**src/rtl/text_console_pkg.sv**
```systemverilog
// Shared types and constants for the text console controller and its cursor counter.
package text_console_pkg;

    typedef enum logic {
        IDLE  = 1'b0,
        CLEAR = 1'b1
    } state_t;

    localparam logic [7:0] CC_CR    = 8'h0D;
    localparam logic [7:0] CC_LF    = 8'h0A;
    localparam logic [7:0] CC_BS    = 8'h08;
    localparam logic [7:0] CC_FF    = 8'h0C;
    localparam logic [7:0] CH_SPACE = 8'h20;

    typedef struct packed {
        logic [7:0] attr;
        logic [7:0] ch;
    } cell_t;

endpackage

```
**src/rtl/text_console_cursor.sv**
```systemverilog
// Cursor counter: column, row and row base address with wrap rules; also drives the clear sweep scan.
module text_cursor #(
    parameter int COLS       = 30,
    parameter int ROWS       = 17,
    parameter int ROW_STRIDE = 32,
    parameter int ADDR_W     = 10
) (
    input  logic              clk,
    input  logic              rst,
    input  logic              home,
    input  logic              advance,
    input  logic              cr,
    input  logic              lf,
    input  logic              bs,
    output logic [4:0]        col,
    output logic [4:0]        row,
    output logic [ADDR_W-1:0] addr,
    output logic              at_last
);

    logic [ADDR_W-1:0] row_base;
    logic              col_end;
    logic              row_end;
    logic              step_row;

    assign col_end  = (col == 5'(COLS - 1));
    assign row_end  = (row == 5'(ROWS - 1));
    assign step_row = lf | (advance & col_end);
    assign at_last  = col_end & row_end;
    assign addr     = row_base + ADDR_W'(col);

    // row_base tracks row*ROW_STRIDE incrementally so no multiplier is needed
    always_ff @(posedge clk) begin
        if (rst || home) begin
            col      <= '0;
            row      <= '0;
            row_base <= '0;
        end else begin
            if (advance) begin
                col <= col_end ? 5'd0 : col + 5'd1;
            end else if (cr) begin
                col <= '0;
            end else if (bs && col != 5'd0) begin
                col <= col - 5'd1;
            end

            if (step_row) begin
                if (row_end) begin
                    row      <= '0;
                    row_base <= '0;
                end else begin
                    row      <= row + 5'd1;
                    row_base <= row_base + ADDR_W'(ROW_STRIDE);
                end
            end
        end
    end

endmodule

```
**src/rtl/text_console_ctrl.sv**
```systemverilog
// Byte-stream to text_ram writer with cursor tracking and a clear sweep.
// Optional TEXT_CONSOLE_CLEAR_ON_RESET_EN: blank the screen after every reset.
module text_console_ctrl
    import text_console_pkg::*;
#(
    parameter int         COLS       = 30,
    parameter int         ROWS       = 17,
    parameter int         ROW_STRIDE = 32,
    parameter int         ADDR_W     = 10,
    parameter logic [7:0] BLANK_ATTR = 8'h07
) (
    input  logic              clk,
    input  logic              rst,
    input  logic              in_valid,
    output logic              in_ready,
    input  logic [7:0]        in_data,
    input  logic [7:0]        in_attr,
    input  logic              clear_req,
    output logic              busy,
    output logic [4:0]        cur_col,
    output logic [4:0]        cur_row,
    output logic              ram_ce,
    output logic [ADDR_W-1:0] ram_ad,
    output logic [15:0]       ram_din
);

    state_t            state;
    state_t            next_state;
    logic              xfer;
    logic              enter_clear;
    logic              issue_write;
    cell_t             wr_cell;
    logic              adv;
    logic              do_cr;
    logic              do_lf;
    logic              do_bs;
    logic [ADDR_W-1:0] cur_addr;
    logic              at_last;
    logic              clear_pend;
    logic              sweep_tail;

    text_cursor #(
        .COLS       (COLS),
        .ROWS       (ROWS),
        .ROW_STRIDE (ROW_STRIDE),
        .ADDR_W     (ADDR_W)
    ) u_cursor (
        .clk     (clk),
        .rst     (rst),
        .home    (enter_clear),
        .advance (adv),
        .cr      (do_cr),
        .lf      (do_lf),
        .bs      (do_bs),
        .col     (cur_col),
        .row     (cur_row),
        .addr    (cur_addr),
        .at_last (at_last)
    );

`ifdef TEXT_CONSOLE_CLEAR_ON_RESET_EN
    // Armed by reset so the first cycle after release starts a sweep
    always_ff @(posedge clk) begin
        if (rst) begin
            clear_pend <= 1'b1;
        end else if (enter_clear) begin
            clear_pend <= 1'b0;
        end
    end
`else
    assign clear_pend = 1'b0;
`endif

    always_ff @(posedge clk) begin
        if (rst) begin
            state <= IDLE;
        end else begin
            state <= next_state;
        end
    end

    always_comb begin
        next_state  = state;
        in_ready    = 1'b0;
        xfer        = 1'b0;
        enter_clear = 1'b0;
        issue_write = 1'b0;
        wr_cell     = '0;
        adv         = 1'b0;
        do_cr       = 1'b0;
        do_lf       = 1'b0;
        do_bs       = 1'b0;
        case (state)
            IDLE: begin
                in_ready = ~clear_req & ~clear_pend;
                xfer     = in_valid & in_ready;
                if (clear_req || clear_pend || (xfer && in_data == CC_FF)) begin
                    next_state  = CLEAR;
                    enter_clear = 1'b1;
                end else if (xfer) begin
                    case (in_data)
                        CC_CR:   do_cr = 1'b1;
                        CC_LF:   do_lf = 1'b1;
                        CC_BS:   do_bs = 1'b1;
                        default: begin
                            adv         = 1'b1;
                            issue_write = 1'b1;
                            wr_cell     = '{attr: in_attr, ch: in_data};
                        end
                    endcase
                end
            end
            CLEAR: begin
                adv         = 1'b1;
                issue_write = 1'b1;
                wr_cell     = '{attr: BLANK_ATTR, ch: CH_SPACE};
                if (at_last) begin
                    next_state = IDLE;
                end
            end
            default: next_state = IDLE;
        endcase
    end

    // Keeps busy high through the cycle that presents the final blank write
    always_ff @(posedge clk) begin
        if (rst) begin
            sweep_tail <= 1'b0;
        end else begin
            sweep_tail <= (state == CLEAR) & at_last;
        end
    end

    assign busy = (state == CLEAR) | sweep_tail;

    always_ff @(posedge clk) begin
        if (rst) begin
            ram_ce  <= 1'b0;
            ram_ad  <= '0;
            ram_din <= '0;
        end else begin
            ram_ce <= issue_write;
            if (issue_write) begin
                ram_ad  <= cur_addr;
                ram_din <= wr_cell;
            end
        end
    end

endmodule

```
**config.mk**
```make
export PLATFORM = sky130hd
export DESIGN_NAME = text_console_ctrl
export DESIGN_NICKNAME = d
export VERILOG_FILES = /design/src/rtl/text_console_pkg.sv /design/src/rtl/text_console_cursor.sv /design/src/rtl/text_console_ctrl.sv
export SDC_FILE = /design/constraint.sdc
export NUM_CORES = 1
export LEC_CHECK = 0
export ABC_CLOCK_PERIOD_IN_PS = 2400
export CORE_ASPECT_RATIO = 1.2
export CORE_MARGIN = 5
export CORE_UTILIZATION = 30
export DETAILED_ROUTE_END_ITERATION = 6
export MAX_ROUTING_LAYER = met4
export PLACE_DENSITY = 0.53
export SYNTH_ARGS = -nofsm -noshare
export SYNTH_HDL_FRONTEND = slang
export SYNTH_SLANG_ARGS = --single-unit
```
**constraint.sdc**
```tcl
create_clock -name clk -period 2.4 [get_ports clk]
set_input_delay 0.48 -clock clk [delete_from_list [all_inputs] [get_ports clk]]
set_output_delay 0.48 -clock clk [all_outputs]
set_load 0.02 [all_outputs]
```
==> results.py <==
metrics = {
    "synth": {
        "synth_top_cell_by_area": "dfxtp_1",
        "synth-edff-count": 0,
        "syn_area_mm2": 0.00222,
        "synth_compound_area_share_pct": 15.3,
        "synth_cells": 249,
        "syn_nets": 277,
        "synth-xor-area-share_pct": 2.37,
        "ys_seq_area_share_pct": 39.7,
        "synth_area_leaders": "dfxtp_1, mux2i_1, nand2_1, ha_1, nor2_1",
        "postSynthAreaPerCell_um2": 8.91,
        "synth_top_family_by_area": "simple AND/OR/NAND/NOR gates",
        "synth_ff_type": "dfxtp_1",
        "ys_types": 52,
        "synthMuxAreaShare_pct": 8.57,
        "yosys_warnings": 0,
        "synth-simple-area-share_pct": 23.8,
        "synth_top_area_share_pct": 39.7,
        "async_reset_ff_share_pct": 0,
        "synth_fa_ha_area_share_pct": 4.51,
        "ys_seq_elements": 44,
    },
    "clock_network": {
        "clkSinkCount": 44,
        "clock_latency_ns": 0.29,
        "cts_root_buf": "clkbuf_8",
        "cts_tree": "done",
        "tritoncts.num_buffers": 5,
        "ctsResizeCount": 0,
        "htree_levels": 2,
        "holdBufCountCts": 0,
        "clk_path_buf_depth": 2,
        "cts_setup_buffers": 0,
        "path_clk_slew_ns": 0.08,
    },
    "timing": {
        "hold_viol": 0,
        "rsz0062_at_grt": "false",
        "min_period_ns": 2.28,
        "layout_setup_ws_ns": 0.123,
        "max_freq_mhz": 439,
        "slew_violations": 0,
        "skew_ns": 0.00452,
        "setup_tns_ns": 0,
        "setup_viol": 0,
        "fin_crit_sh_pct": 94.9,
        "timing.hold.ws_ns": 0.453,
    },
    "route": {
        "viasPerCell": 4.88,
        "drtIter0Drc": 54,
        "wl_per_cell_um": 13.9,
        "drc": 0,
        "num_vias": 2019,
        "antenna_left": 0,
        "first_pass_iters": 4,
        "routed_wl_mm": 5.74,
    },
    "floorplanning": {
        "die-height_um": 104,
        "io_pins": 59,
        "coreArea_mm2": 0.00723,
        "rows": 34,
        "die_area_mm2": 0.00923,
        "start_util_pct": 30.7,
        "die_x_um": 88.5,
    },
    "worst_setup_path": {
        "r2r_setup_slack_ns": 0.42,
        "r2r-end": "u_cursor.col[2]",
        "cpMostUsedCell": "clkdlybuf4s50_1",
        "r2r_cells": 8,
        "required_ns": 1.92,
        "cp-end-kind": "output port",
        "critPathArrivalTime_ns": 1.80,
        "crit_slowest_cell": "clkdlybuf4s50_1",
        "critPathBufInv": 3,
        "critPathTopFamily": "buffers and inverters",
        "r2r-start": "u_cursor.col[0]",
        "cp_cell_sequence": "clkdlybuf4s50_1, buf_4, nor2_1, clkdlybuf4s50_1",
        "crit_type": "input port to output port",
        "slowest_delay_ns": 0.64,
        "path_max_fanout": 3,
        "critPathLaunchType": "input port",
    },
    "placement": {
        "portBuffers": 58,
        "dpl_cell_area_mm2": 0.00302,
        "dpl.hpwl_mm": 4.38,
        "dp_cells": 406,
        "gp_congestion": 0.802,
        "place_ws_ns": -0.0244,
    },
    "final_layout": {
        "drive_gt1_share_pct": 13.3,
        "final_common_cell": "clkdlybuf4s50_1",
        "utilization_pct": 43.1,
        "nFillCells": 758,
        "final_cell_mix": "clkdlybuf4s50_1, dfxtp_1, nand2_1",
        "multiInputGateArea_mm2": 0.00121,
        "ff_latch_area_um2": 881,
        "n_antenna_cell": 0,
        "instances_no_fill": 414,
        "final_area_mm2": 0.00312,
        "fin_nets": 351,
        "syn_to_final_growth_pct": 40.4,
    },
    "job": {
        "drv_cap": 0,
    },
    "power_and_ir_drop": {
        "p_per_area_mw_per_mm2": 504,
        "ir_drop_mv": 0.332,
        "total_power_mw": 1.57,
        "power_leakage_nw": 1.19,
    },
    "min_path": {
        "hold_path.class": "flip-flop to flip-flop",
        "min_from": "ram_ad[3]",
        "hold_path_depth": 2,
        "whs_endpoint": "ram_ad[3]",
    },
    "global_route": {
        "grt.overflow.total": 0,
        "grt_pass1_vias": 2033,
        "track_usage_pct": 13.2,
        "grt_max_degree": 19,
        "antenna_found_initial": 0,
        "grt_pass1_wl_mm": 9.75,
    },
    "outcome": {
        "outcome": "complete, no violations",
    },
}
synthesized netlist by cell type, drive strengths merged, types with 2 or more instances:
master and n:
nor3 3, a21oi 15, a31oi 2, o22ai 3, inv 7, ha 8, nand3b 2, clkbuf 7
o211ai 2, nand4 5, or2 5, nor2 24, nor4b 2, dfxtp 44, xnor2 5, or3 2
and4 2, nand2 30, o41ai 2, a21o 4, o211a 2, buf 10, nand2b 3, a311oi 2
mux2i 19, a211oi 6, nand4bb 2, nor4 4, nand3 9, o21ai 4
layout make-up:
class | instances | share of cell area, %
clock inverter | 1 | 0.241
clock buffer | 7 | 2.77
sequential | 44 | 28.3
multi-input combinational | 181 | 39.0
tap | 90 | 3.61
timing repair buffer | 84 | 25.3
inverter | 7 | 0.843
logic make-up (layout without fill, tap and decap cells):
kind of cell / count (synthesis) / in the layout
flops: 44 / 44
buf+inv: 24 / 99
fa+ha+maj: 8 / 8
simple gates: 100 / 100
other cells: 1 / 1
compound gates: 47 / 47
mux: 19 / 19
xor+xnor: 6 / 6
metal layers:
layer / vias up / GRT usage (%) / share of wire (%)
li1: 1031 / - / -
met1: 938 / 16.1 / 45
met2: 46 / 22.1 / 49
met3: 4 / 3.17 / 5.2
met4: 0 / 2.59 / 0.56
met5: - / - / 0
state kept, by name, summed over array words and instances, names as in the netlist:
register,count
sweep_tail,1
ram_din,16
state,1
u_cursor.row,5
ram_ce,1
u_cursor.row_base,5
u_cursor.col,5
ram_ad,10
worst max-delay path by stage:
stage / from / to / slack, ns / cells past startpoint
final: clear_req / in_ready / 0.12 / 4
after global routing: clear_req / in_ready / 0.04 / 4
after CTS: clear_req / in_ready / 0.10 / 4
after detailed placement: in_data[5] / u_cursor.row_base[6] / -0.02 / 8
after global placement: in_data[5] / u_cursor.row_base[6] / 0.01 / 8
after floorplan: u_cursor.col[1] / u_cursor.col[4] / 0.43 / 7
tightest hold or removal path, stage by stage, from the launching register on:
cell	delay, ns
dfxtp_1	0.31
nand2_1	0.05
a21oi_1	0.05
report_power, final:
group / leakage (nW) / switching (mW) / internal, mW
combinational: 0.787 / 0.148 / 0.149
sequential: 0.359 / 0.0252 / 0.757
clock: 0.0445 / 0.258 / 0.234
(Power assumes the default switching activity.)
